**src/rtl/rw_field.sv**
```systemverilog
// Multi-mode register field holding a WIDTH-bit value.
// Software and hardware can both access it, and MODE selects RW, RO, W1C, W1S or RC behaviour.
module rw_field #(
    parameter int WIDTH = 8,
    parameter int MODE  = 0
) (
    input  logic             clk,
    input  logic             rstb,
    input  logic [WIDTH-1:0] init,
    input  logic             read,
    input  logic             write,
    input  logic [WIDTH-1:0] wmask,
    input  logic [WIDTH-1:0] in,
    input  logic             hw_we,
    input  logic [WIDTH-1:0] hw_d,
    input  logic [WIDTH-1:0] hw_set,
    input  logic [WIDTH-1:0] ien,
    output logic [WIDTH-1:0] q,
    output logic [WIDTH-1:0] ro,
    output logic             chg,
    output logic             irq
);

    localparam int MODE_RW  = 0;
    localparam int MODE_RO  = 1;
    localparam int MODE_W1C = 2;
    localparam int MODE_W1S = 3;
    localparam int MODE_RC  = 4;

    if (MODE < MODE_RW || MODE > MODE_RC) begin : g_bad_mode
        $error("rw_field: unsupported MODE %0d", MODE);
    end
    if (WIDTH < 1 || WIDTH > 32) begin : g_bad_width
        $error("rw_field: unsupported WIDTH %0d", WIDTH);
    end

    // There is no handshake. Each strobe qualifies only its own cycle, and holding a strobe high repeats its action.
    logic [WIDTH-1:0] sw;
    logic [WIDTH-1:0] hw_val;
    logic [WIDTH-1:0] d;

    assign sw     = write ? wmask : '0;
    assign hw_val = hw_we ? hw_d : q;

    always_comb begin
        d = q;
        case (MODE)
            MODE_RW:  d = (sw & in) | (~sw & hw_val);
            MODE_RO:  d = hw_val;
            MODE_W1C: d = (q & ~(sw & in)) | hw_set;
            MODE_W1S: d = hw_val | (sw & in);
            MODE_RC:  d = (read ? '0 : q) | hw_set;
            default:  d = q;
        endcase
    end

    always_ff @(posedge clk) begin
        if (!rstb) begin
            q   <= init;
            chg <= 1'b0;
        end else begin
            q   <= d;
            chg <= (d != q);
        end
    end

    // In RC mode, ro returns the value held before the clear.
    assign ro  = read ? q : '0;
    assign irq = |(q & ien);

endmodule

```
**config.mk**
```make
export PLATFORM = sky130hd
export DESIGN_NAME = rw_field
export DESIGN_NICKNAME = d
export VERILOG_FILES = /design/src/rtl/rw_field.sv
export SDC_FILE = /design/constraint.sdc
export NUM_CORES = 1
export LEC_CHECK = 0
export ABC_AREA = 1
export CAP_MARGIN = 20
export CORE_MARGIN = 2
export CORE_UTILIZATION = 35
export DETAILED_ROUTE_END_ITERATION = 16
export PLACE_DENSITY = 0.82
export SETUP_SLACK_MARGIN = 0.02
export SYNTH_ARGS = -nofsm -noshare
export SYNTH_HDL_FRONTEND = slang
export SYNTH_SLANG_ARGS = --single-unit
```
**constraint.sdc**
```tcl
create_clock -name clk -period 2.2 [get_ports clk]
set_input_delay 0.55 -clock clk [delete_from_list [all_inputs] [get_ports clk]]
set_output_delay 0.55 -clock clk [all_outputs]
set_load 0.01 [all_outputs]
```
# ---- Yosys cells after proc, flatten, opt, wreduce, memory -nomap -nowiden
# Index checks and enable logic that the tools add are counted.
dict set report op_classes {
  n_eq_ne 1
  n_mux 4
  bitwise 5
  n_reduce_logical 1
}
# op n
set op_table {}
lappend op_table {{8-bit two-way mux} 4}
lappend op_table {{8-bit AND} 3}
lappend op_table {{8-bit != test} 1}
lappend op_table {{8-bit NOT} 1}
lappend op_table {{8-bit OR} 1}
lappend op_table {{8-bit OR reduction} 1}
dict set report totals {
  regBits 9
  in_bits 53
  output_inout_bits 18
  wordCells 13
}

# ---- Logic depth before layout (Yosys ltp)
dict set report depth {
  depth_word 5
  mapped_depth 11
  mapped_depth_nobuf 10
}

# ---- Least setup slack after synthesis
# OpenSTA, ideal clock, no wires.
dict set report synth_path {
  path_kind {in2out}
  start {input ien[1]}
  end {output irq}
  arrival_ps 1074
  t_required_ps 1650
  slack_ps 576
  stages 3
  path_buffers 0
  cell_sequence {a22o_1 -> a221oi_1 -> nand2_1}
}
dict set report synth_via {
  elab_chain_len 2
}
# element line
set synth_rtl {}
lappend synth_rtl {{start, declared} 17} ;# input logic [WIDTH-1:0] ien,
lappend synth_rtl {{8-bit AND} 69} ;# assign irq = |(q & ien);
lappend synth_rtl {{8-bit OR reduction} 69}
lappend synth_rtl {{end, declared} 21} ;# output logic irq
# Every way passes these cells.

# ---- Worst setup path after layout
dict set report layout_path {
  start {input ien[6]}
  end {output irq}
}
# The elaborated chain is that of the path after synthesis.

==> metrics.md <==
| Metric | Value |
|---|---|
| Status | finished clean |
| Area leader, netlist | nand2_1 |
| Crit Path Max Fanout | 1 |
| FF-to-FF Start | q[2] |
| Fraction of layout cells with a size suffix above 1 | under 10% |
| Syn Inst Count | 150 |
| Drt drc | 0 |
| DR vias/cell | between 4 and 5 |
| Max-cap viol count | 0 |
| Clock latency on the worst-skew pair | between 200 and 300 ps |
| Yosys warns | 0 |
| Top Ports | just over 70 |
| Routed vias | between 1000 and 1500 |
| Final std cells w/o fill | between 200 and 250 |
| RSZ-0062 raised after global routing | false |
| Startpoint Class | primary input |
| Min Tclk post-route | between 2000 and 2500 ps |
| Power Total | between 0.0006 and 0.0007 W |
| Chip height | about 53 um |
| Row cnt | 17 |
| Worst Max-Slew Pin Slew | 324.2 ps |
| Critical Path RT | 1650 ps |
| Die W | 53.49 um |
| Initial antenna violation count | 0 |
| WL/cell | around 11 um |
| Nets | roughly 270 |
| Clk pin slew, worst setup/hold paths | 70 ps |
| Vias in the first global route | about 1000 |
| Reg2Reg Setup Slack | approximately 970 ps |
| Dpl cell area | between 0.001 and 0.0015 mm2 |
| Max Clk Rate | ~470 MHz |
| Final number of max-transition violations | 0 |
| Critical path arrival | 1570 ps |
| Starting DRT DRC Count | 25 |
| First-pass GRT wire length | about 4300 um |
| Remaining global-route overflow | 0 |
| Final ANT Viol Nets | 0 |
| Launch point of the worst path | ien[6] |
| Routability cong. | 0.7613 |
| Final std cell area, no fill | ~0.0015 mm2 |
| CTS tree | done |
| Die area | 0.002861 mm2 |
| Final Hold Vio Count | 0 |
| Hold Path Class | reg2reg |
| Maximum buffer depth of the clock tree | 2 |
| Largest net degree at the start of global routing | 17 |
| Crit Path Class | in2out |
| Inserted Diodes | 0 |
| Clock root buffer | clkbuf_4 |
| Routed WL | ~2800 um |
| Area Growth Syn to Fin | 77.52% |
| Mapped cell area | approximately 860 um2 |
| Post-synth cell types | 17 |
| CTS Sinks | 9 |
| Yosys top cell area share | between 20% and 30% |
| Flops & latches, synth | 9 |
| Worst Skew | 1.355 ps |
| Slew HR | between 70% and 80% |
| LEAKAGE | roughly 0.81 nW |
| DP HPWL | 2162 um |
| Register area share after synthesis | 21.02% |
| Initial DRT Pass Iterations | 4 |
| Post-cts hold buffer count | 0 |
| CTS buffer count | 3 |
| Worst setup EP type | output pin |
| Placed cell count | approximately 240 |
| Power per cell area | a little over 400 mW/mm2 |
| Final Cycle Share | 96.58% |
| Avg Inst Size Synth | approximately 5.7 um2 |
| Commonest non-fill, non-tap cell in the layout | nand2_1 |
| Worst VDD drop | around 230 uV |
| Synthesized Nets | 203 |
| Fin util | between 60% and 70% |
| GR Util All Layers | approximately 21% |
| Core Area | 0.002255 mm2 |
| Setup Viol. Count Final | 0 |
| Most frequent cells in the layout | nand2_1, clkdlybuf4s50_1, inv_1 |
| Hold Startpoint | q[7] |
| Largest cells by area after synthesis | nand2_1, dfxtp_1, nand3_1, inv_1, nor2_1 |
| Starting Density | approximately two fifths |
| Port-buffer cells | 62 |
| H-tree Lvls | 1 |
[routing by layer]
metal	track usage, %	wire length, um	vias up
li1	-	-	599
met5	0	0	-
met1	24.15	1193	493
met2	37.24	1342	53
met3	2.542	228	2
met4	7.692	13	0
[cell usage after synthesis (all sizes together)]
cell type  count
nand2         59
a31oi          8
nand3         24
a221oi         2
clkbuf         3
inv           26
nor2          14
buf            3
dfxtp          9
a22o           2
[area by class of cell]
type	count	area, um2
Clock buffer	4	26.28
Sequential cell	9	180.2
Fill cell	228	733.2
Tap cell	28	35.03
Timing Repair Buffer	66	648.1
Multi-Input combinational cell	109	526.8
Inverter	26	105.1
[through the flow]
stage	setup WS [ps]	TNS, ps	hold WS [ps]
2_1_floorplan	576.5	0	651.4
3_3_place_gp	-368.0	-1480	639.5
3_5_place_dp	-362.8	-1565	661.8
4_1_cts	59.62	0	682.3
5_1_grt	26.62	0	739.3
6_report	75.16	0	673.4
[worst max-delay path, stage by stage]
cell and delay (ps):
clkdlybuf4s50_1 400, a22o_1 220, a221oi_2 200, nand2_1 70
buf_2 140
[kinds of logic after synthesis]
family	Yosys count	synth area share [%]
and+or+nand+nor	97	50.07
buffers and inverters	32	18.98
AOI/OAI and AO/OA	12	9.928
DFF	9	21.02
[path summary, 6_finish.rpt]
kind               end  cells past startpoint
setup / recovery   irq                      5
hold / removal    q[7]                      4
setup reg to reg   chg                      9
hold reg to reg   q[7]                      4
[power breakdown]
group          total (W)  switching, W  internal [W]  leakage [nW]
combinational   0.000293      0.000128      0.000165         0.724
clock           0.000138     0.0000673     0.0000702        0.0150
sequential      0.000202     0.0000224      0.000179        0.0759
[state kept, by name, indices dropped and copies added (netlist names)]
register	flops
q	8
chg	1
[repair_timing]
| action | in CTS | in global routing |
|---|---|---|
| resized for setup | 14 | 0 |
| endpoints found under the setup margin | 9 | 1 |
| pin swaps | 0 | 1 |
| setup buffers | 0 | 0 |
No activity file was read; power rests on OpenSTA's default activity.
